[src/rtl/cnn_pkg.sv]
// rtl/cnn_pkg.sv - shared widths, saturation limits and accumulator FSM encoding
package cnn_pkg;

    localparam int IMG_WIDTH_DEF = 16;
    localparam int NUM_WIDTH_DEF = 33;

    localparam logic signed [NUM_WIDTH_DEF-1:0] NUM_MAX = {1'b0, {(NUM_WIDTH_DEF-1){1'b1}}};
    localparam logic signed [NUM_WIDTH_DEF-1:0] NUM_MIN = {1'b1, {(NUM_WIDTH_DEF-1){1'b0}}};

    typedef enum logic {
        ST_IDLE  = 1'b0,
        ST_ACCUM = 1'b1
    } acc_state_t;

endpackage

[src/rtl/multiply.sv]
// rtl/multiply.sv - registered signed multiplier stage carrying valid/last/bias alongside the product
module multiply
    import cnn_pkg::*;
#(
    parameter int IMG_WIDTH = IMG_WIDTH_DEF,
    parameter int NUM_WIDTH = NUM_WIDTH_DEF
) (
    input  logic                         clk,
    input  logic                         rst_n,
    input  logic                         i_en,
    input  logic                         i_val,
    input  logic                         i_last,
    input  logic signed [IMG_WIDTH-1:0]  i_img,
    input  logic signed [IMG_WIDTH-1:0]  i_ker,
    input  logic signed [NUM_WIDTH-1:0]  i_bias,
    output logic                         o_val,
    output logic                         o_last,
    output logic signed [2*IMG_WIDTH-1:0] o_prod,
    output logic signed [NUM_WIDTH-1:0]  o_bias
);

    logic                          r_val;
    logic                          r_last;
    logic signed [2*IMG_WIDTH-1:0] r_prod;
    logic signed [NUM_WIDTH-1:0]   r_bias;

    always_ff @(posedge clk or negedge rst_n) begin
        if (!rst_n) begin
            r_val  <= 1'b0;
            r_last <= 1'b0;
            r_prod <= '0;
            r_bias <= '0;
        end else if (i_en) begin
            r_val  <= i_val;
            r_last <= i_last;
            r_prod <= i_img * i_ker;
            r_bias <= i_bias;
        end
    end

    assign o_val  = r_val;
    assign o_last = r_last;
    assign o_prod = r_prod;
    assign o_bias = r_bias;

endmodule

[src/rtl/accumulate.sv]
// rtl/accumulate.sv - bias + sum(img*ker) per window with one-entry output buffer; ACCUMULATE_SATURATE_EN selects clamping
module accumulate
    import cnn_pkg::*;
#(
    parameter int IMG_WIDTH = IMG_WIDTH_DEF,
    parameter int NUM_WIDTH = NUM_WIDTH_DEF
) (
    input  logic                        clk,
    input  logic                        rst_n,
    input  logic signed [NUM_WIDTH-1:0] bias,
    input  logic                        up_val,
    output logic                        up_rdy,
    input  logic signed [IMG_WIDTH-1:0] up_img,
    input  logic signed [IMG_WIDTH-1:0] up_ker,
    input  logic                        up_last,
    output logic                        dn_val,
    input  logic                        dn_rdy,
    output logic signed [NUM_WIDTH-1:0] dn_data,
    output logic                        dn_ovf
);

    logic                          w_en;
    logic                          w_p_val;
    logic                          w_p_last;
    logic signed [2*IMG_WIDTH-1:0] w_p_prod;
    logic signed [NUM_WIDTH-1:0]   w_p_bias;
    logic signed [NUM_WIDTH-1:0]   w_prod_ext;
    logic signed [NUM_WIDTH-1:0]   w_base;
    logic signed [NUM_WIDTH-1:0]   w_result;

    acc_state_t                    r_state;
    logic signed [NUM_WIDTH-1:0]   r_acc;
    logic [15:0]                   r_beat_cnt;
    logic                          r_dn_val;
    logic signed [NUM_WIDTH-1:0]   r_dn_data;

    // Both stages stall together whenever a result is waiting on the consumer.
    assign w_en   = ~r_dn_val | dn_rdy;
    assign up_rdy = w_en;

    multiply #(
        .IMG_WIDTH (IMG_WIDTH),
        .NUM_WIDTH (NUM_WIDTH)
    ) u_multiply (
        .clk    (clk),
        .rst_n  (rst_n),
        .i_en   (w_en),
        .i_val  (up_val),
        .i_last (up_last),
        .i_img  (up_img),
        .i_ker  (up_ker),
        .i_bias (bias),
        .o_val  (w_p_val),
        .o_last (w_p_last),
        .o_prod (w_p_prod),
        .o_bias (w_p_bias)
    );

    assign w_prod_ext = {{(NUM_WIDTH-2*IMG_WIDTH){w_p_prod[2*IMG_WIDTH-1]}}, w_p_prod};
    assign w_base     = (r_state == ST_IDLE) ? w_p_bias : r_acc;

`ifdef ACCUMULATE_SATURATE_EN
    localparam logic signed [NUM_WIDTH-1:0] L_MAX = {1'b0, {(NUM_WIDTH-1){1'b1}}};
    localparam logic signed [NUM_WIDTH-1:0] L_MIN = {1'b1, {(NUM_WIDTH-1){1'b0}}};

    logic [NUM_WIDTH:0] w_sum;
    logic               w_add_ovf;
    logic               w_ovf_new;
    logic               r_ovf;
    logic               r_dn_ovf;

    assign w_sum     = {w_base[NUM_WIDTH-1], w_base} + {w_prod_ext[NUM_WIDTH-1], w_prod_ext};
    assign w_add_ovf = w_sum[NUM_WIDTH] ^ w_sum[NUM_WIDTH-1];
    assign w_result  = w_add_ovf ? (w_sum[NUM_WIDTH] ? L_MIN : L_MAX) : w_sum[NUM_WIDTH-1:0];
    // First beat of a window reloads the flag; later beats keep it sticky.
    assign w_ovf_new = w_add_ovf | ((r_state == ST_ACCUM) & r_ovf);
    assign dn_ovf    = r_dn_ovf;
`else
    assign w_result  = w_base + w_prod_ext;
    assign dn_ovf    = 1'b0;
`endif

    always_ff @(posedge clk or negedge rst_n) begin
        if (!rst_n) begin
            r_state    <= ST_IDLE;
            r_acc      <= '0;
            r_beat_cnt <= '0;
            r_dn_val   <= 1'b0;
            r_dn_data  <= '0;
`ifdef ACCUMULATE_SATURATE_EN
            r_ovf      <= 1'b0;
            r_dn_ovf   <= 1'b0;
`endif
        end else if (w_en) begin
            if (dn_rdy) begin
                r_dn_val <= 1'b0;
            end
            if (w_p_val) begin
                r_acc <= w_result;
`ifdef ACCUMULATE_SATURATE_EN
                r_ovf <= w_ovf_new;
`endif
                if (w_p_last) begin
                    r_state    <= ST_IDLE;
                    r_beat_cnt <= '0;
                    r_dn_val   <= 1'b1;
                    r_dn_data  <= w_result;
`ifdef ACCUMULATE_SATURATE_EN
                    r_dn_ovf   <= w_ovf_new;
`endif
                end else begin
                    r_state    <= ST_ACCUM;
                    r_beat_cnt <= r_beat_cnt + 16'd1;
                end
            end
        end
    end

    assign dn_val  = r_dn_val;
    assign dn_data = r_dn_data;

endmodule

[config.mk]
export PLATFORM = sky130hd
export DESIGN_NAME = accumulate
export DESIGN_NICKNAME = d
export VERILOG_FILES = /design/src/rtl/cnn_pkg.sv /design/src/rtl/multiply.sv /design/src/rtl/accumulate.sv
export SDC_FILE = /design/constraint.sdc
export NUM_CORES = 1
export LEC_CHECK = 0
export ABC_AREA = 1
export CAP_MARGIN = 5
export CORE_MARGIN = 1.5
export CORE_UTILIZATION = 40
export CTS_BUF_LIST = sky130_fd_sc_hd__clkbuf_2 sky130_fd_sc_hd__clkbuf_4 sky130_fd_sc_hd__clkbuf_8
export DETAILED_ROUTE_END_ITERATION = 6
export PLACE_DENSITY = 0.66
export SLEW_MARGIN = 15
export SYNTH_ARGS = -nofsm -noshare
export SYNTH_HDL_FRONTEND = slang
export SYNTH_SLANG_ARGS = --single-unit
[constraint.sdc]
create_clock -name clk -period 2.8 [get_ports clk]
set_input_delay 0.56 -clock clk [delete_from_list [all_inputs] [get_ports clk]]
set_output_delay 0.56 -clock clk [all_outputs]
set_load 0.03 [all_outputs]
Yosys cells after proc, flatten, opt, wreduce, memory -nomap -nowiden
Cells that the tools add are included.

operators by class
  muxes and demuxes = 5
  bitwise logic cells = 2
  reduce and logical (&&, ||, !) cells = 2
  $mul = 1
  add/subtract/negate cells = 1

operators with widths
  operator                      number
  adder 33 x 32 -> 33 bit       1
  2-to-1 mux 33 bit             1
  multiplier 16 x 16 -> 32 bit  1
  2-to-1 mux 1 bit              4
  AND reduction 3 bit           1
  AND reduction 2 bit           1
  NOT 1 bit                     1
  OR 1 bit                      1

word-level totals
  bits of input ports = 70
  register bits after elaboration = 135
  word-level logic and storage cells = 19

Logic depth before layout (Yosys ltp)
Gate-level depths: netlist (run 1).

  word-level depth = 3
  gate-level depth with buffers = 28
  gate-level depth less buffers = 26

Cells and area by module
Synthesis (run 1) repeated with hierarchy kept, for this count alone.

unflattened totals
  cells, all modules = 2641
  area, all modules = 18769.3 um2

by module, submodules not included
  module      seq. area each (um2)  area each (um2)  cells an instance  instances
  multiply    1676.6                13297.8          1753               1
  accumulate  1701.6                5471.5           888                1

Least setup slack after synthesis (run 1)
No wires, ideal clock.

  kind = input to register
  from = in up_ker[5]
  to = reg u_multiply.r_prod[31], in the netlist u_multiply.o_prod[31]
  arrival time = 5.618 ns
  required time = 2.682 ns
  stages = 23
  setup time = 0.118 ns
  path buffers = 2
  setup slack = -2.936 ns
  cells stage by stage = clkbuf_1 > clkbuf_1 > nand2_1 > fa_1 > inv_1 > fa_1 > inv_1 > fa_1 > fa_1 > fa_1 > fa_1 > inv_1 > ha_1 > nand2_1 > inv_1 > nand2_1 > nor3_1 > and2_1 > nand2_1 > nand2_1 > nand2_1 > nand3_1 > nand2_1

between the ends
  word-level cells in the longest chain between the ends = 1

RTL lines
  what                          RTL line          text
  start, declared               accumulate.sv:14  input logic signed [IMG_WIDTH-1:0] up_ker,
  multiplier 16 x 16 -> 32 bit  multiply.sv:36    r_prod <= i_img * i_ker;
  end signal, assigned          multiply.sv:36
  end, declared                 multiply.sv:24    logic signed [2*IMG_WIDTH-1:0] r_prod;

No other way between the ends.
A chain may end at the register's enable or synchronous reset.

Final worst setup path (run 1)
  from = in up_ker[11]
  to = reg u_multiply.r_prod[22], in the netlist u_multiply.o_prod[22]

The elaborated chain is that of the path after synthesis.

==> results of run 1 <==
worst paths after layout:
kind	to	slack, ps	cells after the start
worst max register to register	dn_data[29]	70	14
min in group clk	r_acc[29]	480	2
max in group asynchronous	r_acc[32]	1980	2
worst min register to register	r_acc[29]	480	2
worst max-delay path	u_multiply.o_prod[22]	-2270	24
worst min-delay path	dn_data[12]	60	1
repair_timing:
item,CTS,global route
gates resized for setup,405,275
cloned,13,2
pin swaps,217,171
setup buffers,77,29
setup endpoints to repair,28,60
hold endpoints to repair,0,0
stage by stage:
stage / hold slack [ps] / cells
final: 61.9 / 3508
after detailed placement: 466 / 3367
after global routing: 74.5 / 3508
after floorplan: 264 / 2589
after CTS: 59.6 / 3487
after global placement: 462 / 3367
cell type report:
cell class	instances	area, um2	share of cell area
clock inverters	12	129	0.00506
flip-flops and latches	135	3380	0.133
well taps	600	751	0.0295
clock buffers	19	262	0.0103
multi-input cells	1723	14400	0.567
repair buffers	380	4060	0.160
inverters	639	2420	0.0952
critical path: cells and delay by family:
kind	cells	cell delay, ps
AND/OR/NAND/NOR	9	920
adder cells (fa/ha/maj)	7	3380
buffers and inverters	8	540
metal layers:
layer,track usage,vias to the layer above,share of wire
li1,-,8219,-
met1,0.322,8450,0.44
met2,0.408,496,0.49
met3,0.0380,91,0.059
met4,0.0575,2,0.020
met5,0,-,0.00022
cell usage after synthesis (2+ instances only):
library cell  count
a21o_1            3
a21oi_1          52
a31oi_1           2
buf_1             5
buf_2             9
buf_4             3
clkbuf_1         75
dfrtp_1         135
fa_1            263
ha_1            114
inv_1           632
inv_2             7
nand2_1         858
nand2_2          11
nand3_1         117
nand3b_1         17
nand4_1          19
nor2_1           84
nor2_2            4
nor3_1           12
nor3_2            4
nor4_1            4
o21ai_0         112
o21ai_1           2
o21bai_1          5
or2_2             8
xnor2_1          18
xor2_1            4
kinds of logic after synthesis:
| group | after synthesis | share of synthesized area |
|---|---|---|
| other cells | 1 | 0.000201 |
| buf+inv | 731 | 0.148 |
| fa+ha+maj | 377 | 0.359 |
| simple gates | 1145 | 0.252 |
| compound gates | 178 | 0.0492 |
| xor+xnor | 22 | 0.0103 |
| flops | 135 | 0.181 |
flip-flops by register name, indices dropped and copies added, names as in the netlist:
register and count:
dn_val 1, dn_data 33, u_multiply.o_last 1, u_multiply.o_val 1
u_multiply.o_bias 33, r_state 1, r_acc 33, u_multiply.o_prod 32
==> results.sh, run 1 <==
export IMPL_cts_buffer_depth=2
export IMPL_cpPeakStageDelay_ps=550
export IMPL_relSlewSlack=0.546
export IMPL_grt_overflow_total=0
export IMPL_final_common_cell="nand2_1"
export IMPL_synth_flop_cell="dfrtp_1"
export IMPL_yosysSeqAreaShare=0.181
export IMPL_synth_area_um2=18700
export IMPL_nNetsFinal=3343
export IMPL_synthTopCellsByArea="fa_1 28%, dfrtp_1 18%, nand2_1 17%"
export IMPL_dieArea_um2=48000
export IMPL_antenna_left=0
export IMPL_cts_num_sinks=135
export IMPL_critPathMaxFanout=8
export IMPL_numCtsBuffers=17
export IMPL_ys_async_sr_fraction=1.00
export IMPL_violations="negative setup slack"
export IMPL_via_count=17300
export IMPL_maxCapViolations=0
export IMPL_cts_tree="done"
export IMPL_wirelength_um=55800
export IMPL_nFillCells=4083
export IMPL_drv_slew=0
export IMPL_final_setup_skew_ps=16.1
export IMPL_ios=106
export IMPL_rsz0062_at_grt="true"
export IMPL_synth_top_cell_area_share=0.282
export IMPL_insertion_delay_ps=470
export IMPL_final_cell_mix="737 x nand2_1, 536 x inv_1, 238 x fa_1, 173 x buf_4, 134 x dfrtp_1"
export IMPL_cts_hold_repair_buffers=0
export IMPL_reg2reg_from="r_state"
export IMPL_grt_pass1_wl_um=90900
export IMPL_period_share=1.81
export IMPL_die_w_um=219
export IMPL_dp_hpwl_um=41900
export IMPL_antenna_found_initial=1
export IMPL_dr_pass1_iters=6
export IMPL_fin_ws_ps=-2270
export IMPL_crit_path_start="up_ker[11]"
export IMPL_cp_start_kind="primary input"
export IMPL_required_ps=3150
export IMPL_cpMostUsedCell="fa_1"
export IMPL_avgSynthCellArea_um2=7.21
export IMPL_post_drt_wl_per_cell_um=15.9
export IMPL_hold_viol=0
export IMPL_clock_root_buffer="clkbuf_8"
export IMPL_end_kind="flip-flop"
export IMPL_tightest_slew_ps=681
export IMPL_std_cell_rows=78
export IMPL_drt_iter0_markers=1199
export IMPL_portBuffers=104
export IMPL_period_minus_slack_ps=5070
export IMPL_cp_cell_sequence="buf_2 -> buf_12 -> nand2_2 -> inv_2 -> fa_1 -> inv_2 -> fa_1 -> inv_1 -> fa_1 -> fa_1 -> fa_1 -> inv_1 -> fa_1 -> inv_2 -> ha_4 -> nand2_4 -> nor2_4 -> inv_2 -> nor2_4 -> nand4_1 -> nand3_1 -> nand2_1 -> nand3_2 -> nand2_1"
export IMPL_routed_via_density=4.92
export IMPL_worstSetupPathType="in2reg"
export IMPL_drive_above_1_share=0.268
export IMPL_fmax_ghz=0.197
export IMPL_ys_types=38
export IMPL_tns_ps=-53940
export IMPL_ctsHtreeMaxLevel=4
export IMPL_status="complete, but fails checks"
export IMPL_drc=0
export IMPL_n_antenna_cell=0
export IMPL_gp_congestion=0.901
export IMPL_worst_ep_arrival_time_ps=5420
export IMPL_synthCells=2589
export IMPL_grt_pass1_vias=18200
export IMPL_yosys_warnings=0
export IMPL_fp_dieH_um=219
export IMPL_place_area_um2=22300
export IMPL_grt_max_degree=94
export IMPL_yosys_area_top_type="fa_1"
export IMPL_min_delay_path_class="in2async"
export IMPL_synth_nets=3036
export IMPL_design_core_area_um2=45700
export IMPL_track_usage=0.241
export IMPL_slowest_stage="fa_1"
export IMPL_path_clk_slew_ps=90
export IMPL_design_area_um2=25400
export IMPL_pre_cts_ws_ps=-3320
export IMPL_syn_to_final_growth_pct=36.4
export IMPL_synth_seq_cells=135
export IMPL_setup_viol=27
export IMPL_synth_edff_count=0
export IMPL_final_util=0.557
export IMPL_start_util=0.409
Power of run 1 is left out: the tool's default activity adds up to more than one toggle a clock period on the data nets, which glitch-free logic cannot reach.
==> run 2, diff against run 1 <==
- ABC_CLOCK_PERIOD_IN_PS: not set -> 2800
==> results of run 2 <==
Same layout as run 1: the final DEF is identical, and so are final timing and power.
Power of run 2 is left out for the same reason.
